===== src/rtl/counter_sched_pkg.sv =====
// Shared encodings for the counter scheduler: FSM states, owner ids, default width.
package counter_sched_pkg;

  localparam int DEF_WIDTH = 8;

  typedef enum logic [1:0] {
    IDLE  = 2'd0,
    GRANT = 2'd1,
    RUN   = 2'd2,
    DONE  = 2'd3
  } state_e;

  localparam logic OWN_A = 1'b0;
  localparam logic OWN_B = 1'b1;

endpackage


===== src/rtl/step_counter.sv =====
// Clearable up-counter; clear beats enable.
module step_counter #(
  parameter int WIDTH = 8
) (
  input  logic             clk,
  input  logic             rst,
  input  logic             clr,
  input  logic             en,
  output logic [WIDTH-1:0] q
);

  // Synchronous reset, then clear, then step.
  always_ff @(posedge clk) begin
    if (rst)      q <= '0;
    else if (clr) q <= '0;
    else if (en)  q <= q + WIDTH'(1);
  end

endmodule


===== src/rtl/counter_scheduler.sv =====
// Round-robin owner of one shared step counter for requesters A and B.
// All outputs decode registered state/owner/count only.
module counter_scheduler
  import counter_sched_pkg::*;
#(
  parameter int WIDTH = DEF_WIDTH
) (
  input  logic             clk,
  input  logic             rst,
  input  logic             req_a,
  input  logic [WIDTH-1:0] len_a,
  input  logic             req_b,
  input  logic [WIDTH-1:0] len_b,
  output logic             gnt_a,
  output logic             gnt_b,
  output logic             done_a,
  output logic             done_b,
  output logic             busy,
  output logic [WIDTH-1:0] count_out
);

  state_e           state, state_nxt;
  logic             owner, owner_nxt;
  logic             last_owner, last_nxt;
  logic [WIDTH-1:0] len_q;
  logic [WIDTH-1:0] count;
  logic             cnt_clr, cnt_en, len_ld;
  logic             own_req;
  logic [WIDTH-1:0] own_len;

  assign own_req = (owner == OWN_B) ? req_b : req_a;
  assign own_len = (owner == OWN_B) ? len_b : len_a;

  step_counter #(.WIDTH(WIDTH)) u_cnt (
    .clk (clk),
    .rst (rst),
    .clr (cnt_clr),
    .en  (cnt_en),
    .q   (count)
  );

  // State, owner and tie-break history registers.
  always_ff @(posedge clk) begin
    if (rst) begin
      state      <= IDLE;
      owner      <= OWN_A;
      last_owner <= OWN_B;
    end else begin
      state      <= state_nxt;
      owner      <= owner_nxt;
      last_owner <= last_nxt;
    end
  end

  // Run length is captured once, on the grant cycle.
  always_ff @(posedge clk) begin
    if (rst)         len_q <= '0;
    else if (len_ld) len_q <= own_len;
  end

  // Next-state, arbitration and counter control. Dropping the owner's
  // request in GRANT/RUN aborts: counter frozen, no done, other side wins next tie.
  always_comb begin
    state_nxt = state;
    owner_nxt = owner;
    last_nxt  = last_owner;
    cnt_clr   = 1'b0;
    cnt_en    = 1'b0;
    len_ld    = 1'b0;
    case (state)
      IDLE: begin
        if (req_a && req_b) begin
          owner_nxt = ~last_owner;
          state_nxt = GRANT;
        end else if (req_a) begin
          owner_nxt = OWN_A;
          state_nxt = GRANT;
        end else if (req_b) begin
          owner_nxt = OWN_B;
          state_nxt = GRANT;
        end
      end
      GRANT: begin
        if (!own_req) begin
          state_nxt = IDLE;
          last_nxt  = owner;
        end else begin
          cnt_clr   = 1'b1;
          len_ld    = 1'b1;
          state_nxt = (own_len == '0) ? DONE : RUN;
        end
      end
      RUN: begin
        if (!own_req) begin
          state_nxt = IDLE;
          last_nxt  = owner;
        end else begin
          cnt_en = 1'b1;
          if (count == len_q - WIDTH'(1)) state_nxt = DONE;
        end
      end
      DONE: begin
        last_nxt  = owner;
        state_nxt = IDLE;
      end
      default: state_nxt = IDLE;
    endcase
  end

  assign busy      = (state != IDLE);
  assign gnt_a     = busy && (owner == OWN_A);
  assign gnt_b     = busy && (owner == OWN_B);
  assign done_a    = (state == DONE) && (owner == OWN_A);
  assign done_b    = (state == DONE) && (owner == OWN_B);
  assign count_out = count;

endmodule


===== config.mk =====
export PLATFORM = sky130hd
export DESIGN_NAME = counter_scheduler
export DESIGN_NICKNAME = d
export VERILOG_FILES = /design/src/rtl/counter_sched_pkg.sv /design/src/rtl/step_counter.sv /design/src/rtl/counter_scheduler.sv
export SDC_FILE = /design/constraint.sdc
export NUM_CORES = 1
export LEC_CHECK = 0
export BUFFER_PORTS_ARGS = -buffer_cell sky130_fd_sc_hd__clkbuf_2
export CAP_MARGIN = 30
export CELL_PAD_IN_SITES_DETAIL_PLACEMENT = 0
export CELL_PAD_IN_SITES_GLOBAL_PLACEMENT = 1
export CORE_MARGIN = 2
export CORE_UTILIZATION = 31
export CTS_CLUSTER_DIAMETER = 80
export DETAILED_ROUTE_END_ITERATION = 6
export PLACE_DENSITY = 0.73
export SYNTH_ARGS = -nofsm -noshare
export SYNTH_HDL_FRONTEND = slang
export SYNTH_SLANG_ARGS = --single-unit

===== constraint.sdc =====
create_clock -name clk -period 1.84 [get_ports clk]
set_input_delay 0 -clock clk [delete_from_list [all_inputs] [get_ports clk]]
set_output_delay 0 -clock clk [all_outputs]
set_load 0.01 [all_outputs]

==> results of run 1 <==
==> registers in the layout (all words and copies together) (netlist names) <==
| register | cells |
|---|---|
| owner | 1 |
| state | 2 |
| last_owner | 1 |
| u_cnt.q | 8 |
| len_q | 8 |
==> power groups by stage <==
stage / registers, mW / logic (mW) / clock network [mW]
2_1_floorplan: 0.493 / 0.210 / 0
3_3_place_gp: 0.496 / 0.278 / 0
3_5_place_dp: 0.497 / 0.288 / 0
4_1_cts: 0.489 / 0.307 / 0.340
5_1_grt: 0.495 / 0.366 / 0.361
6_report: 0.491 / 0.334 / 0.329
==> worst max path at each step <==
stage                             to  slack, ps
5_1_grt        state[1]$_SDFFE_PP0P_         -9
2_1_floorplan  state[1]$_SDFFE_PP0P_         20
3_5_place_dp   state[1]$_SDFFE_PP0P_        -20
3_3_place_gp   state[1]$_SDFFE_PP0P_         50
4_1_cts        state[0]$_SDFFE_PP0P_        -10
6_report       state[1]$_SDFFE_PP0P_         40
==> repair_timing <==
action                     in CTS  in global routing
setup endpoints to repair       2                  2
setup buffers                   1                  1
pin swaps                       4                  5
resized for setup               6                 11
==> routing by layer <==
layer	part of all wire, %	vias up	GRT usage [%]
met1	49	558	16.5
met5	0	-	0
met4	0.39	0	1.92
met2	46	30	22.3
met3	4.6	2	3.32
li1	-	635	-
==> synthesized netlist by cell type (all sizes together), types with 5 or more instances <==
library cell	n
nor4	5
dfxtp	20
buf	6
xor2	9
ha	6
mux2i	9
inv	5
a211oi	9
xnor2	7
nand2	8
nor2	22
==> cells by family (layout without fill, tap and decap cells) <==
group | count (synthesis) | after routing | share of synthesized area (%)
buffers and inverters | 15 | 50 | 5.38
muxes | 11 | 11 | 8.63
adders and majority gates | 6 | 6 | 5.57
AOI/OAI and AO/OA | 26 | 26 | 14.9
DFF | 20 | 20 | 29.7
and+or+nand+nor | 64 | 64 | 25.4
xor gates and xnor gates | 16 | 16 | 10.4
==> final cells by class <==
| type | instances | area [um^2] | share of cell area [%] |
|---|---|---|---|
| sequential | 20 | 407 | 23.8 |
| timing repair buffer | 41 | 231 | 13.5 |
| clock buffer | 4 | 55.1 | 3.22 |
| inverter | 5 | 18.8 | 1.10 |
| multi-input combinational | 123 | 936 | 54.7 |
| tap | 50 | 62.6 | 3.66 |
==> critical path: cells and delay by family (launching register included) <==
kind,cells,cell delay [ps]
flip-flops,1,330
multiplexers,1,310
AO/OA/AOI/OAI,4,850
buffers and inverters,1,40
adder cells (fa/ha/maj),1,160
==> reports/summary.txt, run 1 <==
largest net degree at the start of global routing - 19
CTS sink count - 20
Flop pwr share - 42.6%
Yosys reg bits - 20
synth warn - 0
number of port buffers - 32
first-pass GRT wire length - 5.34 mm
total congestion overflow - 0
critical path fanouts, max - 4
Synth area leaders - dfxtp_1, mux2i_1, nor2_1
startpoint types - flop
setup TNS - 0 ps
die width - 70.0 um
Post-Place Cells - 237
drt first pass iters - 4
max incr delay on CP - 330 ps
Avg Inst Size Synth - 8.54 um^2
syn_nets - 184
net load switching power - 0.337 mW
Final Skew - 7.52 ps
worst hold-check path type - input port to flop
Internal - 0.816 mW
GPL Wtd Cong - 0.786
Root Driver - clkbuf_8
most common flop cell mapped by yosys - dfxtp_1
most frequent cells in the layout - clkbuf_2, nor2_1, dfxtp_1, mux2i_1, a211oi_1
r2r startpoint - len_q[1]$_SDFFE_PP0P_
nature of the critical path endpoint - flop
min cycle time layout - 1800 ps
Final Non-Filler Cells - 243
flop2flop setup slack - 40 ps
Post-Syn Area - 1350 um^2
fmax - 555 MHz
final instance area - 1710 um^2
clk slew on worst S/H paths - 80 ps
placed inst area - 1570 um^2
GRT Resource Usage Total - 12.9%
Core Region - 4090 um^2
Post-DP HPWL - 2.45 mm
Worst Hold End - len_q[3]$_SDFFE_PP0P_
Final Max Slew Viols - 0
peak supply drop - 0.332 mV
Ant. Diodes - 0
vias per cell - 5.04
crit path kind - flop to flop
FILL cells - 417
cell count after synthesis - 158
Fin. Hold Viols - 0
Initial DRC Count - 31
worst path arrival time - 1950 ps
Switching Fraction - 29.2%
Row Count - 23
Post-DRT Antenna Nets - 0
hold path cells - 3
RSZ-0062 raised after global routing - yes
Critical Path Slowest Stage Cell - dfxtp_2
Reg2Reg Depth - 7
Worst EP required - 1990 ps
FFs w/ async S/R, synth - 0%
Comb pwr share - 28.9%
detailed-route wire length per cell - 12.6 um
commonest non-fill, non-tap cell in the layout - clkbuf_2
slew margin rel. - 65.5%
TritonCTS buffer count - 3
# IOs - 33
worst hold slack - 79.0 ps
# H-tree levels - 1
vias in the first global route - 1213
Max Cap Viol - 0
leakage - 0.698 nW
EDFF count, synth - 0
post-route worst setup slack - 37.7 ps
Power Density - 675 nW/um^2
Die ar. - 4890 um^2
# setup viols final - 0
worst path cell trace - inv_2 > ha_4 > o21ba_1 > a221oi_2 > a41oi_1 > a211o_1 > mux2_4
Skew-Pair Late Insertion Delay - 260 ps
clock tree buffer depth - 2
Slew @ Worst Pin - 513 ps
drt drc - 0
status - finished clean
Final Cycle Share - 98.0%
setup slack after placement - -18.0 ps
share of layout cells above drive strength 1 - 33.2%
synth-to-layout area growth - 26.8%
FF-to-FF End - state[1]$_SDFFE_PP0P_
CTS tree - done
drt total wl - 3.06 mm
CP Launch Point - len_q[1]$_SDFFE_PP0P_
total power - 1.15 mW
die height - 70.0 um
Hold-fix buffers, CTS - 0
Clk network pwr share - 28.5%
post-layout net count - 220
initial antenna violation count - 0
Vias - 1225
Hold Crit Start - len_a[3]
post-synthesis sequential area ratio - 29.7%
post-synth top area share - 29.7%
post-synth top area cell - dfxtp_1
final core utilization - 41.9%
starting utilization of the core area - 33.0%
Netlist cell types - 43
Note: power is estimated with default switching activity, not from simulation.
==> run 2, diff against run 1 <==
--- a/config.mk
+++ b/config.mk
@@ -14,6 +14,7 @@
 export CTS_CLUSTER_DIAMETER = 80
 export DETAILED_ROUTE_END_ITERATION = 6
 export PLACE_DENSITY = 0.73
+export RECOVER_POWER = 50
 export SYNTH_ARGS = -nofsm -noshare
 export SYNTH_HDL_FRONTEND = slang
 export SYNTH_SLANG_ARGS = --single-unit
==> reports/summary.txt, run 2 (synthesis gave the netlist of run 1 again) <==
status - finished clean
GRT Resource Usage Total - 12.9%
Reg2Reg Depth - 7
Vias - 1225
Die ar. - 4890 um^2
vias in the first global route - 1213
commonest non-fill, non-tap cell in the layout - clkbuf_2
# IOs - 33
FF-to-FF End - state[1]$_SDFFE_PP0P_
Worst EP required - 1990 ps
vias per cell - 5.04
most frequent cells in the layout - clkbuf_2, nor2_1, dfxtp_1, mux2i_1, a211oi_1
GPL Wtd Cong - 0.786
Internal - 0.814 mW
Final Skew - 7.53 ps
CP Launch Point - len_q[1]$_SDFFE_PP0P_
Root Driver - clkbuf_8
r2r startpoint - len_q[1]$_SDFFE_PP0P_
flop2flop setup slack - 40 ps
Clk network pwr share - 28.6%
Core Region - 4090 um^2
slew margin rel. - 65.5%
Power Density - 680 nW/um^2
synth-to-layout area growth - 25.5%
startpoint types - flop
total congestion overflow - 0
Final Max Slew Viols - 0
Initial DRC Count - 31
Slew @ Worst Pin - 513 ps
FILL cells - 417
fmax - 555 MHz
# setup viols final - 0
Comb pwr share - 28.7%
Skew-Pair Late Insertion Delay - 260 ps
net load switching power - 0.337 mW
# H-tree levels - 1
Row Count - 23
TritonCTS buffer count - 3
post-layout net count - 220
clock tree buffer depth - 2
largest net degree at the start of global routing - 19
detailed-route wire length per cell - 12.6 um
first-pass GRT wire length - 5.34 mm
placed inst area - 1570 um^2
clk slew on worst S/H paths - 80 ps
CTS tree - done
die height - 70.0 um
total power - 1.15 mW
RSZ-0062 raised after global routing - yes
critical path fanouts, max - 4
Flop pwr share - 42.7%
Max Cap Viol - 0
Fin. Hold Viols - 0
drt first pass iters - 4
Ant. Diodes - 0
Post-DRT Antenna Nets - 0
min cycle time layout - 1800 ps
starting utilization of the core area - 33.0%
drt total wl - 3.06 mm
crit path kind - flop to flop
Switching Fraction - 29.3%
setup TNS - 0 ps
worst hold-check path type - input port to flop
peak supply drop - 0.329 mV
leakage - 0.668 nW
nature of the critical path endpoint - flop
share of layout cells above drive strength 1 - 29.0%
initial antenna violation count - 0
crit path to - state[1]$_SDFFE_PP0P_
final instance area - 1690 um^2
number of port buffers - 32
CTS sink count - 20
drt drc - 0
worst hold slack - 79.1 ps
die width - 70.0 um
Final Cycle Share - 98.0%
Top Registers - len_q (8), u_cnt.q (8), state (2)
Post-DP HPWL - 2.45 mm
worst path arrival time - 1950 ps
==> run 2: cell count changes in the layout (fill, tap and decap cells not counted) <==
cell      before  now
clkbuf_1       0    8
buf_4          8    5
clkbuf_2      32   27
==> run 2: repair_timing <==
item                       CTS  global route
pin swaps                    4             5
setup buffers                1             1
gates cloned                 0             0
hold buffers                 0             0
resized for setup            6            11
setup endpoints to repair    2             2
==> run 2: layer usage <==
metal	global-route usage, %	up-vias	wire (um)
li1	-	636	-
met4	1.92	0	12
met3	3.32	2	143
met5	0	-	0
met1	16.5	557	1510
met2	22.3	30	1400
==> run 2: layout make-up <==
cell class,instances,area [um^2],share of cell area [%]
Tap cell,50,62.6,3.70
Inverter,5,18.8,1.11
Sequential cell,20,407,24.0
Clock buffer,4,55.1,3.25
Multi-Input combinational cell,123,936,55.3
Timing Repair Buffer,41,214,12.6
==> run 2: critical path, cell delays in order, from the launching register on <==
cell and delay [ps]:
dfxtp_2 330, inv_2 40, ha_4 160, o21ba_1 180, a221oi_2 280, a41oi_1 80, a211o_1 310, mux2_4 310
==> run 2: power groups by stage <==
| stage | Clock [mW] | Sequential (mW) | Combinational (mW) |
|---|---|---|---|
| after floorplan | 0 | 0.493 | 0.210 |
| after global placement | 0 | 0.496 | 0.278 |
| after detailed placement | 0 | 0.497 | 0.288 |
| after CTS | 0.340 | 0.489 | 0.307 |
| after global routing | 0.361 | 0.495 | 0.364 |
| final | 0.329 | 0.491 | 0.331 |
==> run 2: how the worst min path moves through the flow <==
| stage | from | to | cells after the start |
|---|---|---|---|
| global route | len_a[4] | len_q[4]$_SDFFE_PP0P_ | 3 |
| finish | len_a[3] | len_q[3]$_SDFFE_PP0P_ | 3 |
| global placement | req_a | last_owner$_SDFFE_PP1P_ | 3 |
| CTS | len_a[3] | len_q[3]$_SDFFE_PP0P_ | 3 |
| detailed placement | len_a[3] | len_q[3]$_SDFFE_PP0P_ | 3 |
| floorplan | rst | state[0]$_SDFFE_PP0P_ | 1 |
==> run 2: stage by stage <==
| step | setup WS [ps] | util, % | cells |
|---|---|---|---|
| after global placement | 47.3 | 38.5 | 237 |
| after global routing | -9.15 | 41.4 | 243 |
| after floorplan | 24.3 | - | 158 |
| final | 37.7 | 41.4 | 243 |
| after detailed placement | -18.0 | 38.5 | 237 |
| after CTS | -12.3 | 40.7 | 242 |
==> run 3, diff against run 2 <==
--- a/config.mk
+++ b/config.mk
@@ -17,4 +17,5 @@
 export RECOVER_POWER = 50
 export SYNTH_ARGS = -nofsm -noshare
 export SYNTH_HDL_FRONTEND = slang
+export SYNTH_HIERARCHICAL = 1
 export SYNTH_SLANG_ARGS = --single-unit
==> reports/summary.txt, run 3 <==
status - finished, violations left
failing checks - negative setup slack
Initial DRC Count - 41
synth-to-layout area growth - 25.2%
worst hold-check path type - input port to flop
post-synthesis sequential area ratio - 30.7%
post-layout net count - 226
detailed-route wire length per cell - 12.4 um
Ant. Diodes - 0
Final Max Slew Viols - 0
total power - 1.11 mW
FILL cells - 425
CTS tree - done
fmax - 520 MHz
TritonCTS buffer count - 3
nature of the critical path endpoint - flop
post-synth top area share - 30.7%
most common flop cell mapped by yosys - dfxtp_1
slew margin rel. - 77.6%
post-synth top area cell - dfxtp_1
Post-DRT Antenna Nets - 0
drt drc - 0
drt first pass iters - 4
Worst EP required - 1990 ps
Core Region - 4030 um^2
Fin. Hold Viols - 0
GRT Resource Usage Total - 14.5%
postcts setup bufs - 0
worst hold slack - 86.2 ps
min cycle time layout - 1920 ps
Top Registers - len_q (8), u_cnt/q (8), state (2)
die width - 68.9 um
peak supply drop - 0.360 mV
Final Cycle Share - 104%
crit path kind - flop to flop
# H-tree levels - 1
Die ar. - 4740 um^2
CP Launch Point - len_q[2]$_SDFFE_PP0P_
share of layout cells above drive strength 1 - 23.6%
drt total wl - 3.09 mm
Row Count - 23
Max Cap Viol - 0
die height - 68.9 um
Post-Syn Area - 1300 um^2
final instance area - 1630 um^2
Slew @ Worst Pin - 332 ps
Post-Place Cells - 245
setup TNS - -145 ps
Final Skew - 1.78 ps
initial antenna violation count - 0
vias per cell - 5.02
vias in the first global route - 1255
# setup viols final - 2
r2r startpoint - len_q[2]$_SDFFE_PP0P_
Synth area leaders - dfxtp_1, mux2i_1, ha_1
starting utilization of the core area - 32.4%
number of port buffers - 32
worst path arrival time - 2070 ps
count leader, synth - dfxtp_1
Root Driver - clkbuf_8
clock tree buffer depth - 2
CTS sink count - 20
Vias - 1251
first-pass GRT wire length - 5.29 mm
GPL Wtd Cong - 0.777
Hold Crit Start - len_a[5]
Post-DP HPWL - 2.48 mm
syn_nets - 183
most frequent cells in the layout - clkbuf_2, dfxtp_1, nor2_1, clkbuf_1, buf_4
cell count after synthesis - 157
commonest non-fill, non-tap cell in the layout - clkbuf_2
critical path fanouts, max - 2
FFs w/ async S/R, synth - 0%
Skew-Pair Late Insertion Delay - 250 ps
Avg Inst Size Synth - 8.30 um^2
# IOs - 33
Final Non-Filler Cells - 249
total congestion overflow - 0
EDFF count, synth - 0
post-route worst setup slack - -81.6 ps
largest net degree at the start of global routing - 18
RSZ-0062 raised after global routing - yes
clk slew on worst S/H paths - 80 ps
startpoint types - flop
Power Density - 681 nW/um^2
synth warn - 6
leakage - 0.658 nW
Commonest cells post-synth - dfxtp_1, nor2_1, nand2_1
Yosys reg bits - 20
Netlist cell types - 42
placed inst area - 1600 um^2
Hold-fix buffers, CTS - 0
==> run 3: cell count changes in the layout (fill, tap and decap cells not counted), moves of 3 or more <==
cell	before	now
buf_4	5	10
or3_1	1	4
dfxtp_2	5	1
dfxtp_1	15	19
clkbuf_2	27	23
o21ai_0	2	7
nor2_1	21	18
a21oi_1	3	7
clkbuf_1	8	13
==> run 3: layout make-up <==
cell class	count	area, um^2	share of cell area (%)
clock buffers	4	55.1	3.37
inverters	5	18.8	1.15
multi-input cells	124	856	52.4
flip-flops and latches	20	402	24.6
well taps	50	62.6	3.83
repair buffers	46	239	14.6
==> run 3: metrics by stage <==
step	utilization (%)	worst slack (ps)
2_1_floorplan	-	3.51
3_3_place_gp	39.6	7.95
3_5_place_dp	39.6	-67.5
4_1_cts	41.0	-64.9
5_1_grt	40.5	-150
6_report	40.5	-81.6
==> run 3: cell families (layout without fill, tap and decap cells) <==
logic type	after synthesis	in the layout	share of synthesized area, %
adders and majority gates	6	6	5.76
buffers and inverters	13	55	4.22
AOI/OAI and AO/OA	32	32	16.6
and+or+nand+nor	62	62	25.4
xor gates and xnor gates	14	14	9.41
DFF	20	20	30.7
muxes	10	10	7.87
==> run 3: power breakdown <==
| group | switching (mW) | internal [mW] |
|---|---|---|
| Combinational | 0.152 | 0.143 |
| Clock | 0.150 | 0.190 |
| Sequential | 0.0197 | 0.458 |
| Total | 0.322 | 0.791 |
==> run 3: critical path: stages, from the launching register on <==
cell and delay, ps:
dfxtp_2 320, or4_4 520, or2_1 250, a211oi_2 180, nand4_1 210, mux2_4 340
==> run 3: worst paths after layout <==
check / cells past startpoint / endpoint / slack [ps]
max: 5 / state[1]$_SDFFE_PP0P_ / -80
min: 3 / len_q[5]$_SDFFE_PP0P_ / 90
max reg2reg: 5 / state[1]$_SDFFE_PP0P_ / -80
min reg2reg: 2 / last_owner$_SDFFE_PP1P_ / 500
==> run 3: per-layer routing <==
metal  global-route usage, %  vias up  wire [um]
met3                    1.95        4        105
met5                       0        -          0
met4                    3.92        0         31
met2                    27.3       16       1580
li1                        -      652          -
met1                    17.1      579       1380
==> run 3: timing repair <==
item,in CTS,in global routing
endpoints found under the setup margin,2,2
resized for setup,0,3
hold endpoints to repair,0,0
